$ cat src/rtl/palette_layer_arbiter.sv
// palette_layer_arbiter
//
// Per-pixel front end. It shares one 12-bit palette lookup between four
// drawing layers and applies whole-screen fades to the palette's RGB output.
//
// Pipeline
//   stage 1 : priority/transparency arbitration -> RGB_12, pal_DrawX,
//             sel_layer, delayed blank_n
//   palette : external and combinational (pal_R/G/B follow RGB_12)
//   stage 2 : channel * fade_level >> 4, forced to 0 while blanking
//             -> VGA_R/G/B
//
// Fade sequencing
//   A frame tick fires on each falling edge of vs. While a fade is running,
//   every FRAMES_PER_STEP ticks is one step. A step moves fade_level by one
//   toward 0 (fade out) or toward 16 (fade in).
//
// Ports
//   Clk, Reset_n          pixel clock, synchronous active-low reset
//   layer_valid[3:0]      layer i covers the pixel (layer 0 has top priority)
//   layer_color[47:0]     layer i code at [12i+11:12i]
//   DrawX[9:0], blank_n   pixel column, low during blanking
//   vs                    vertical sync, active low
//   fade_out_req/in_req   one-cycle fade requests
//   RGB_12, pal_DrawX     registered palette address and aligned column
//   pal_R/G/B             palette result
//   VGA_R/G/B             registered final pixel
//   sel_layer             winning layer, 4 = none (aligned with RGB_12)
//   fade_level            0..16
//   fade_busy, fade_done  fade in progress / one-cycle completion pulse
//   fade_state            fade FSM state (0 IDLE, 1 FADE_OUT, 2 BLACK, 3 FADE_IN)
module palette_layer_arbiter #(
  parameter int FRAMES_PER_STEP = 2
) (
  input  logic        Clk,
  input  logic        Reset_n,
  input  logic [3:0]  layer_valid,
  input  logic [47:0] layer_color,
  input  logic [9:0]  DrawX,
  input  logic        blank_n,
  input  logic        vs,
  input  logic        fade_out_req,
  input  logic        fade_in_req,
  output logic [11:0] RGB_12,
  output logic [9:0]  pal_DrawX,
  input  logic [7:0]  pal_R,
  input  logic [7:0]  pal_G,
  input  logic [7:0]  pal_B,
  output logic [7:0]  VGA_R,
  output logic [7:0]  VGA_G,
  output logic [7:0]  VGA_B,
  output logic [2:0]  sel_layer,
  output logic [4:0]  fade_level,
  output logic        fade_busy,
  output logic        fade_done,
  output logic [1:0]  fade_state
);

  typedef enum logic [1:0] {
    IDLE     = 2'd0,
    FADE_OUT = 2'd1,
    BLACK    = 2'd2,
    FADE_IN  = 2'd3
  } fade_state_e;

  localparam logic [3:0] LAST_FRAME = 4'(FRAMES_PER_STEP - 1);
  localparam logic [4:0] LEVEL_FULL = 5'd16;

  // The palette draws these codes as the background gradient, so a layer
  // that carries one of them is treated as not covering the pixel.
  function automatic logic is_transparent(input logic [11:0] c);
    return (c == 12'h000) || (c == 12'h222) || (c == 12'h603) || (c == 12'h011);
  endfunction

  // The product fits in 13 bits (255 * 16). Level 16 returns x unchanged.
  function automatic logic [7:0] scale(input logic [7:0] x, input logic [4:0] lvl);
    return 8'(({5'd0, x} * {8'd0, lvl}) >> 4);
  endfunction

  // ---------------- stage 1: arbitration ----------------
  logic [11:0] win_code;
  logic [2:0]  win_sel;

  // The loop scans from layer 3 down to layer 0. A later match overwrites an
  // earlier one, so the lowest-numbered opaque layer wins.
  always_comb begin
    win_code = 12'h000;
    win_sel  = 3'd4;
    for (int i = 3; i >= 0; i--) begin
      if (layer_valid[i] && !is_transparent(layer_color[12*i +: 12])) begin
        win_code = layer_color[12*i +: 12];
        win_sel  = 3'(i);
      end
    end
  end

  logic [11:0] rgb12_q;
  logic [9:0]  pal_drawx_q;
  logic [2:0]  sel_q;
  logic        blank_q;

  always_ff @(posedge Clk) begin
    if (!Reset_n) begin
      rgb12_q     <= 12'h000;
      pal_drawx_q <= 10'd0;
      sel_q       <= 3'd4;
      blank_q     <= 1'b0;
    end else begin
      rgb12_q     <= win_code;
      pal_drawx_q <= DrawX;
      sel_q       <= win_sel;
      blank_q     <= blank_n;
    end
  end

  // ---------------- fade control ----------------
  fade_state_e state_q, state_d;
  logic [4:0]  level_q, level_d;
  logic        done_q, done_d;
  logic [3:0]  frame_cnt_q;
  logic        vs_prev_q;
  logic        frame_tick, step, busy, cnt_clr;
  logic        req_out, req_in;

  assign frame_tick = vs_prev_q & ~vs;
  assign busy       = (state_q == FADE_OUT) || (state_q == FADE_IN);
  assign step       = busy && frame_tick && (frame_cnt_q == LAST_FRAME);
  // When both requests arrive together, neither one takes effect.
  assign req_out    = fade_out_req & ~fade_in_req;
  assign req_in     = fade_in_req & ~fade_out_req;

  // A change of direction takes priority over a step in the same cycle.
  always_comb begin
    state_d = state_q;
    level_d = level_q;
    done_d  = 1'b0;
    cnt_clr = 1'b0;
    case (state_q)
      IDLE: begin
        if (req_out) begin
          state_d = FADE_OUT;
          cnt_clr = 1'b1;
        end
      end
      FADE_OUT: begin
        if (req_in) begin
          state_d = FADE_IN;
          cnt_clr = 1'b1;
        end else if (step) begin
          if (level_q <= 5'd1) begin
            level_d = 5'd0;
            state_d = BLACK;
            done_d  = 1'b1;
          end else begin
            level_d = level_q - 5'd1;
          end
        end
      end
      BLACK: begin
        if (req_in) begin
          state_d = FADE_IN;
          cnt_clr = 1'b1;
        end
      end
      FADE_IN: begin
        if (req_out) begin
          state_d = FADE_OUT;
          cnt_clr = 1'b1;
        end else if (step) begin
          if (level_q >= 5'd15) begin
            level_d = LEVEL_FULL;
            state_d = IDLE;
            done_d  = 1'b1;
          end else begin
            level_d = level_q + 5'd1;
          end
        end
      end
      default: begin
        state_d = IDLE;
        level_d = LEVEL_FULL;
      end
    endcase
  end

  always_ff @(posedge Clk) begin
    if (!Reset_n) begin
      state_q     <= IDLE;
      level_q     <= LEVEL_FULL;
      done_q      <= 1'b0;
      frame_cnt_q <= 4'd0;
      vs_prev_q   <= 1'b1;
    end else begin
      state_q   <= state_d;
      level_q   <= level_d;
      done_q    <= done_d;
      vs_prev_q <= vs;
      if (cnt_clr) begin
        frame_cnt_q <= 4'd0;
      end else if (busy && frame_tick) begin
        frame_cnt_q <= (frame_cnt_q == LAST_FRAME) ? 4'd0 : frame_cnt_q + 4'd1;
      end
    end
  end

  // ---------------- stage 2: fade scaling ----------------
  logic [7:0] vga_r_q, vga_g_q, vga_b_q;

  always_ff @(posedge Clk) begin
    if (!Reset_n) begin
      vga_r_q <= 8'd0;
      vga_g_q <= 8'd0;
      vga_b_q <= 8'd0;
    end else if (!blank_q) begin
      vga_r_q <= 8'd0;
      vga_g_q <= 8'd0;
      vga_b_q <= 8'd0;
    end else begin
      vga_r_q <= scale(pal_R, level_q);
      vga_g_q <= scale(pal_G, level_q);
      vga_b_q <= scale(pal_B, level_q);
    end
  end

  assign RGB_12     = rgb12_q;
  assign pal_DrawX  = pal_drawx_q;
  assign sel_layer  = sel_q;
  assign VGA_R      = vga_r_q;
  assign VGA_G      = vga_g_q;
  assign VGA_B      = vga_b_q;
  assign fade_level = level_q;
  assign fade_busy  = busy;
  assign fade_done  = done_q;
  assign fade_state = state_q;

endmodule

$ cat config.mk
export PLATFORM = sky130hd
export DESIGN_NAME = palette_layer_arbiter
export DESIGN_NICKNAME = d
export VERILOG_FILES = /design/src/rtl/palette_layer_arbiter.sv
export SDC_FILE = /design/constraint.sdc
export NUM_CORES = 1
export LEC_CHECK = 0
export ABC_AREA = 0
export CORE_MARGIN = 4
export CORE_UTILIZATION = 45
export DETAILED_ROUTE_END_ITERATION = 8
export PLACE_DENSITY = 0.71
export SLEW_MARGIN = 10
export SYNTH_ARGS = -nofsm -noshare
export SYNTH_HDL_FRONTEND = slang
export SYNTH_SLANG_ARGS = --single-unit
$ cat constraint.sdc
create_clock -name Clk -period 6.4 [get_ports Clk]
set_clock_uncertainty 0.1 [all_clocks]
set_input_delay 1.28 -clock Clk [delete_from_list [all_inputs] [get_ports Clk]]
set_output_delay 1.28 -clock Clk [all_outputs]
set_load 0.02 [all_outputs]
==> results of run 1 <==
-- state kept, by name, summed over array words and instances, names as in the netlist --
| name | flops |
|---|---|
| VGA_G | 8 |
| vs_prev_q | 1 |
| pal_DrawX | 10 |
| blank_q | 1 |
| RGB_12 | 12 |
| sel_layer | 3 |
| fade_done | 1 |
| fade_level | 5 |
| frame_cnt_q | 4 |
| VGA_R | 8 |
| fade_state | 2 |
| VGA_B | 8 |
-- through the flow --
step	util (%)	setup WS, ns	std cells	hold slack [ns]
after floorplan	-	1.558	716	0.3895
after global placement	58.59	0.9523	1022	0.4010
after detailed placement	58.59	0.8387	1022	0.4222
after CTS	60.65	1.180	1038	0.4325
after global routing	60.65	0.9465	1038	0.4579
final	60.65	1.154	1038	0.4280
-- area by class of cell --
class | count | area (um2)
fillers | 1206 | 5253
inverters | 86 | 322.8
clock buffers | 10 | 239.0
flip-flops and latches | 63 | 1261
repair buffers | 155 | 1536
clock inverters | 6 | 36.28
multi-input cells | 542 | 4479
well taps | 176 | 220.2
-- where the power goes --
group	switching [uW]	internal, uW	leakage, uW
logic	195	187	0.00290
registers	14.6	415	0.000517
clock network	185	270	0.000138
total	394	872	0.00356
-- routing by layer --
metal	part of all wire, %	vias to the layer above	GRT usage [%]
met4	2.9	0	9.056
met1	43	2648	25.71
li1	-	2711	-
met3	6.9	33	5.672
met2	47	202	35.59
met5	0	-	0
-- kinds of logic after synthesis --
family | synth area share, %
xor gates and xnor gates | 3.687
adders and majority gates | 28.12
and+or+nand+nor | 23.26
buffers and inverters | 7.050
DFF | 20.42
muxes | 0.6483
AOI/OAI and AO/OA | 16.82
-- Yosys cell counts (12+ instances only) --
cell and n:
inv_1 86, and2_1 80, nand2_1 76, dfxtp_1 63
ha_1 62, fa_1 48, nor2_1 39, clkbuf_1 19
a21oi_1 17, o21ai_0 17, nor3_1 14, xor2_1 14
xnor2_1 12
-- worst paths after layout --
check | start | endpoint | cells past startpoint
hold reg to reg | fade_state[1] | fade_state[1] | 2
setup / recovery | pal_R[3] | VGA_R[7] | 12
setup reg to reg | fade_level[3] | VGA_R[7] | 11
hold / removal | fade_state[1] | fade_state[1] | 2
-- worst reg2reg max path, stage by stage, from the launching register on --
cell and delay, ns:
dfxtp_1 0.92, and2_1 0.28, fa_1 0.45, fa_1 0.52, fa_1 0.44, ha_1 0.34, and4_1 0.22, a221o_1 0.39
a311o_1 0.39, o21a_1 0.14, mux2i_1 0.13, a311o_1 0.32
==> reports/qor.csv, run 1 <==
stage;metric;value;unit
synth;Mapped Area;0.006176;mm2
synth;sequential area share after synthesis;20.42;%
synth;Synth Instances;716;
worst_setup_path;max incr delay on CP;0.56;ns
detailed_routing;vias per cell;5.389;
clock_network;TritonCTS Buffers;9;
sta;Final Setup Violations;0;
clock_network;Hold Buf Count CTS;0;
worst_setup_path;Critical Path End Type;flop;
place;Placer Congestion;0.9440;
worst_setup_path;Critical path buffers and inverters;1;
worst_setup_path;crit path max fanout;5;
cells_and_area;commonest non-fill, non-tap cell in the layout;clkdlybuf4s50_1;
min_path;Hold Crit Class;reg2reg;
detailed_routing;Total Wirelength;16220;um
synth;Synth warnings;0;
clock_network;# H-tree levels;3;
pwr;Design Power;1266;uW
grt;vias in the first global route;5904;
sta;crit path time final;5.246;ns
sta;f_max;0.1906;GHz
clock_network;root buf cell;clkbuf_16;
clock_network;CTS resizes;0;
synth;synth top area cells;dfxtp_1 20%, fa_1 16%, ha_1 13%;
cells_and_area;most frequent cells in the layout;149 x clkdlybuf4s50_1, 86 x inv_1, 80 x and2_1;
synth;Post-synth ARST share;0;%
detailed_routing;Final ANT Viol Nets;0;
die;row count;42;
die;die area;0.01566;mm2
synth;Synth area leader;dfxtp_1;
worst_setup_path;crit path DAT;5.37;ns
grt;total gr overflow;0;
clock_network;Clock Path Buffers;2;
place;PortBufs;149;
place;dpl hpwl;13010;um
detailed_routing;Avg WL per Cell;15.63;um
cells_and_area;ANT cells;0;
grt;pin count of the biggest net entering global routing;33;
worst_setup_path;CP cell instances;clkdlybuf4s50_1, and2_1, fa_1, fa_1, fa_1, ha_1, and4_1, a221o_1, a311o_1, o21a_1, mux2i_1, a311o_1;
cells_and_area;nets;1059;
grt;all-layer global routing usage;21.21;%
pwr;Max VDD drop;0.0001205;V
worst_setup_path;crit-path leading delay family;adder cells;
pwr;pwr dens;156.4;mW/mm2
run;max cap viols;0;
detailed_routing;DR pass1 iterations;5;
synth;synthesized area per cell;8.626;um2
die;Core Area;0.01335;mm2
place;Placed Area;0.007820;mm2
synth;Post-synth EDFFs;0;
worst_setup_path;Setup CP Type;in2reg;
sta;Max-slew headroom;38.36;%
synth;syn_nets;918;
worst_setup_path;R2R Setup Slk;1.64;ns
detailed_routing;drt first-iter violations;281;
synth;Post-synth top flop;dfxtp_1;
die;Boundary Pins;150;
sta;Slew Limit Fails;0;
grt;first-pass GRT wire length;27490;um
detailed_routing;Post-route DRC;0;
clock_network;Clock transition at path regs;0.05;ns
clock_network;clk sinks;63;
clock_network;worst skew pair latency;0.34;ns
sta;setup TNS;0;ns
cells_and_area;layout cells sized above 1;6.613;%
detailed_routing;detailed-route via count;5594;
sta;final worst-path cycle share;81.97;%
synth;Cell variety after synth;75;
worst_setup_path;Worst path slowest cell;fa_1;
grt;initial antenna violation count;0;
sta;final-report hold violation count;0;
clock_network;post-CTS setup buffer count;0;
die;die width;125.2;um
cells_and_area;area added between synthesis and finish;31.08;%
worst_setup_path;Critical Path Most Common Cell;fa_1;
worst_setup_path;critical path launch point type;primary input;
die;Die H;125.2;um
worst_setup_path;Required @ worst endpoint;6.52;ns
sta;RSZ-0062 raised after global routing;no;
clock_network;TritonCTS clock tree;built;
sta;Slew @ Worst Pin;0.9233;ns
synth;#FFs+latches synth;63;
outcome;status;completed;
pwr;Lkg Pwr;0.003557;uW
cells_and_area;Final Cell Area;0.008095;mm2
synth;share of the synthesized area in the top cell type;20.42;%
die;Initial Utilization;46.27;%
(Power assumes the default switching activity.)
==> inputs of run 2 (changes only) <==
- clock period: 6.4 -> 5.5 ns (I/O delays scaled with it)
==> reports/qor.csv, run 2 (synthesis results as in run 1) <==
stage;metric;value;unit
outcome;status;completed;
sta;Slew @ Worst Pin;0.9003;ns
clock_network;worst skew pair latency;0.33;ns
sta;Slew Limit Fails;0;
detailed_routing;Avg WL per Cell;15.49;um
sta;setup TNS;0;ns
detailed_routing;drt first-iter violations;283;
die;die area;0.01566;mm2
die;row count;42;
place;Placer Congestion;0.9461;
clock_network;Clock Path Buffers;2;
sta;final worst-path cycle share;91.52;%
sta;final-report hold violation count;0;
clock_network;post-CTS setup buffer count;0;
place;PortBufs;149;
detailed_routing;DR WL met3;1057;um
detailed_routing;Post-route DRC;0;
clock_network;Hold Buf Count CTS;0;
grt;vias in the first global route;5921;
clock_network;CTS resizes;0;
cells_and_area;Reg area;0.001261;mm2
detailed_routing;Final ANT Viol Nets;0;
cells_and_area;commonest non-fill, non-tap cell in the layout;clkdlybuf4s50_1;
pwr;combinational share of power;29.0;%
pwr;internal power component;1075;uW
clock_network;TritonCTS clock tree;built;
sta;f_max;0.1987;GHz
cells_and_area;nets;1060;
die;Die H;125.2;um
sta;Hold Slack;0.4205;ns
sta;Max-slew headroom;39.83;%
pwr;Max VDD drop;0.0001409;V
grt;initial antenna violation count;0;
clock_network;clk sinks;63;
run;max cap viols;0;
detailed_routing;Total Wirelength;16100;um
worst_setup_path;critical path launch point type;primary input;
detailed_routing;uppermost layer routed;met4;
min_path;Hold Crit Class;reg2reg;
worst_setup_path;Setup CP Type;in2reg;
detailed_routing;detailed-route via count;5697;
cells_and_area;layout cells sized above 1;6.721;%
grt;first-pass GRT wire length;27920;um
pwr;Lkg Pwr;0.003576;uW
pwr;pwr dens;188.4;mW/mm2
worst_setup_path;crit path max fanout;5;
place;dpl hpwl;13050;um
die;Boundary Pins;150;
grt;all-layer global routing usage;21.26;%
pwr;P_sw;457.7;uW
sta;Final Setup Violations;0;
clock_network;Clock transition at path regs;0.06;ns
worst_setup_path;Required @ worst endpoint;5.62;ns
worst_setup_path;crit path DAT;5.15;ns
worst_setup_path;Critical Path End Type;flop;
clock_network;root buf cell;clkbuf_16;
die;Core Area;0.01335;mm2
cells_and_area;area added between synthesis and finish;31.75;%
detailed_routing;DR pass1 iterations;5;
cells_and_area;Largest register FFs;12;
grt;total gr overflow;0;
sta;crit path time final;5.034;ns
die;die width;125.2;um
detailed_routing;M1 WL;7003;um
sta;RSZ-0062 raised after global routing;no;
clock_network;TritonCTS Buffers;9;
pwr;Switching Fraction;29.86;%
grt;pin count of the biggest net entering global routing;28;
cells_and_area;most frequent cells in the layout;149 x clkdlybuf4s50_1, 86 x inv_1, 80 x and2_1;
pwr;sequential share of power;32.6;%
detailed_routing;vias per cell;5.483;
clock_network;# H-tree levels;3;
cells_and_area;ANT cells;0;
pwr;Clk pwr share;38.4;%
detailed_routing;routed wl met2;7589;um
cells_and_area;fill count;1184;
cells_and_area;Multi-input gate area;0.004479;mm2
die;Initial Utilization;46.27;%
## run 2: cell type report
cell class	count	area share [%]
Multi-Input combinational cell	542	55.05
Timing Repair Buffer	156	18.98
Clock inverter	5	0.6920
Sequential cell	63	15.50
Inverter	86	3.967
Tap cell	176	2.706
Clock buffer	11	3.106
## run 2: per-stage QoR
step	area, um2	setup WS, ns	util (%)	cells	power, uW
finish	8137	0.4662	60.96	1039	1533
global route	8137	0.2667	60.96	1039	1615
detailed placement	7828	0.1367	58.64	1023	950.9
CTS	8137	0.4774	60.96	1039	1548
floorplan	6176	0.8383	-	716	759.7
global placement	7828	0.2406	58.64	1023	943.6
## run 2: path summary, 6_finish.rpt
| check | end | from | cells past startpoint | slack, ns |
|---|---|---|---|---|
| setup / recovery | VGA_R[7] | pal_R[2] | 13 | 0.47 |
| setup reg to reg | VGA_R[7] | fade_level[2] | 12 | 1.11 |
| hold reg to reg | fade_state[1] | fade_state[1] | 2 | 0.42 |
| hold / removal | fade_state[1] | fade_state[1] | 2 | 0.42 |
## run 2: critical path, stage by stage
cell             delay, ns
clkdlybuf4s50_1       0.54
nand2_1               0.10
fa_1                  0.53
fa_1                  0.50
inv_1                 0.05
fa_1                  0.43
ha_1                  0.33
and4_1                0.20
a221o_1               0.40
a311o_1               0.40
o21a_1                0.14
mux2i_1               0.12
a311o_1               0.31
## run 2: routing by layer
metal  vias to the layer above  GRT usage [%]
met1                      2737          26.87
met4                         0          7.717
li1                       2719              -
met2                       205          35.75
met3                        36          4.776
met5                         -              0
## run 2: power groups by stage
stage,Combinational (uW),Clock [uW],Sequential (uW)
3_5_place_dp,442,0,509
3_3_place_gp,436,0,508
2_1_floorplan,225,0,535
5_1_grt,490,623,502
4_1_cts,446,602,500
6_report,445,588,499
==> inputs of run 3 (changes only) <==
==> constraint.sdc (replaced) <==
create_clock -name Clk -period 5.5 [get_ports Clk]
set_clock_uncertainty 0.1 [all_clocks]
set_input_delay 0.825 -clock Clk [delete_from_list [all_inputs] [get_ports Clk]]
set_output_delay 0.825 -clock Clk [all_outputs]
set_load 0.02 [all_outputs]
==> reports/qor.csv, run 3 (synthesis results as in run 1) <==
stage;metric;value;unit
outcome;status;completed;
clock_network;CTS resizes;0;
clock_network;TritonCTS Buffers;9;
cells_and_area;commonest non-fill, non-tap cell in the layout;clkdlybuf4s50_1;
clock_network;post-CTS setup buffer count;0;
clock_network;Clock Path Buffers;2;
cells_and_area;fill count;1183;
pwr;Lkg Pwr;0.003571;uW
worst_setup_path;crit path DAT;4.87;ns
detailed_routing;Avg WL per Cell;15.72;um
cells_and_area;Final Non-Filler Cells;1038;
detailed_routing;Post-route DRC;0;
pwr;internal power component;1074;uW
clock_network;Hold Buf Count CTS;0;
clock_network;root buf cell;clkbuf_16;
sta;Final Setup Violations;0;
die;Initial Utilization;46.27;%
grt;first-pass GRT wire length;27630;um
clock_network;worst skew pair latency;0.33;ns
cells_and_area;most frequent cells in the layout;149 x clkdlybuf4s50_1, 86 x inv_1, 80 x and2_1;
grt;vias in the first global route;5999;
place;dpl hpwl;13060;um
worst_setup_path;critical path launch point type;primary input;
place;Setup WS pre-CTS;0.4273;ns
clock_network;Clock transition at path regs;0.05;ns
pwr;Max VDD drop;0.0001538;V
pwr;Switching Fraction;29.92;%
clock_network;clk sinks;63;
sta;Max-slew headroom;36.06;%
sta;setup TNS;0;ns
cells_and_area;Largest register FFs;12;
cells_and_area;Multi-input gate area;0.004479;mm2
sta;final worst-path cycle share;86.40;%
worst_setup_path;crit path max fanout;5;
cells_and_area;area added between synthesis and finish;31.62;%
die;Boundary Pins;150;
worst_setup_path;Critical Path End Type;flop;
run;max cap viols;0;
sta;Slew @ Worst Pin;0.9568;ns
die;Core Area;0.01335;mm2
grt;total gr overflow;0;
pwr;P_sw;458.7;uW
sta;f_max;0.2104;GHz
sta;final-report hold violation count;0;
cells_and_area;ANT cells;0;
cells_and_area;Reg area;0.001261;mm2
sta;crit path time final;4.752;ns
min_path;Hold Crit Depth;2;
die;die area;0.01566;mm2
place;PortBufs;149;
clock_network;# H-tree levels;3;
die;die width;125.2;um
worst_setup_path;RR Startpoint;fade_level[2];
sta;Slew Limit Fails;0;
detailed_routing;drt first-iter violations;208;
place;Placed Area;0.007820;mm2
cells_and_area;Final Cell Area;0.008129;mm2
pwr;combinational share of power;28.9;%
detailed_routing;Final ANT Viol Nets;0;
pwr;pwr dens;188.6;mW/mm2
sta;RSZ-0062 raised after global routing;no;
detailed_routing;DR pass1 iterations;4;
cells_and_area;nets;1059;
clock_network;TritonCTS clock tree;built;
detailed_routing;detailed-route via count;5620;
die;row count;42;
worst_setup_path;Required @ worst endpoint;5.62;ns
detailed_routing;vias per cell;5.414;
cells_and_area;layout cells sized above 1;6.613;%
place;placed cell count;1022;
min_path;min-delay src;fade_state[1];
worst_setup_path;Setup crit start;pal_R[3];
grt;pin count of the biggest net entering global routing;28;
pwr;Clk pwr share;38.4;%
die;Die H;125.2;um
detailed_routing;Total Wirelength;16320;um
worst_setup_path;r2r worst-path depth;12;
pwr;sequential share of power;32.6;%
grt;all-layer global routing usage;21.28;%
worst_setup_path;Setup CP Type;in2reg;
sta;fin worst setup slack;0.7479;ns
min_path;Hold Crit Class;reg2reg;
grt;initial antenna violation count;0;
place;Placer Congestion;0.9303;
pwr;Design Power;1533;uW
run 3: changes by cell type in the layout (fill, tap and decap cells not counted):
cell,before,now
buf_4,7,6
run 3: path summary, 6_finish.rpt:
check | to | slack (ns)
max | VGA_R[7] | 0.75
min | fade_state[1] | 0.43
max reg2reg | VGA_R[7] | 0.90
min reg2reg | fade_state[1] | 0.43
run 3: per-layer routing:
layer  vias up  GRT usage (%)  wire length, um
met5         -              0                0
met4         0          10.01              518
met3        43          5.416             1114
met2       202          34.96             7647
met1      2665          26.23             7035
li1       2710              -                -
run 3: area by class of cell:
cell class                 count  share of cell area (%)
inverter                      86                   3.971
timing repair buffer         155                   18.90
sequential                    63                   15.51
tap                          176                   2.709
clock buffer                  11                   3.109
multi-input combinational    542                   55.10
clock inverter                 5                  0.6926
run 3: worst max-delay path, stage by stage:
cell             delay [ns]
clkdlybuf4s50_1        0.48
and2_1                 0.21
fa_1                   0.57
fa_1                   0.43
fa_1                   0.44
ha_1                   0.33
and4_1                 0.21
a221o_1                0.40
a311o_1                0.40
o21a_1                 0.14
mux2i_1                0.12
a311o_1                0.31
run 3: stage by stage:
stage	utilization [%]	hold WS, ns
2_1_floorplan	-	0.3895
3_3_place_gp	58.59	0.4019
3_5_place_dp	58.59	0.4222
4_1_cts	60.90	0.4370
5_1_grt	60.90	0.4674
6_report	60.90	0.4331
run 3: power groups by stage:
| stage | clock network (uW) | logic (uW) | registers [uW] |
|---|---|---|---|
| after floorplan | 0 | 225 | 535 |
| after detailed placement | 0 | 441 | 509 |
| after global routing | 623 | 486 | 503 |
| final | 589 | 444 | 500 |
| after global placement | 0 | 435 | 508 |
| after CTS | 604 | 446 | 500 |
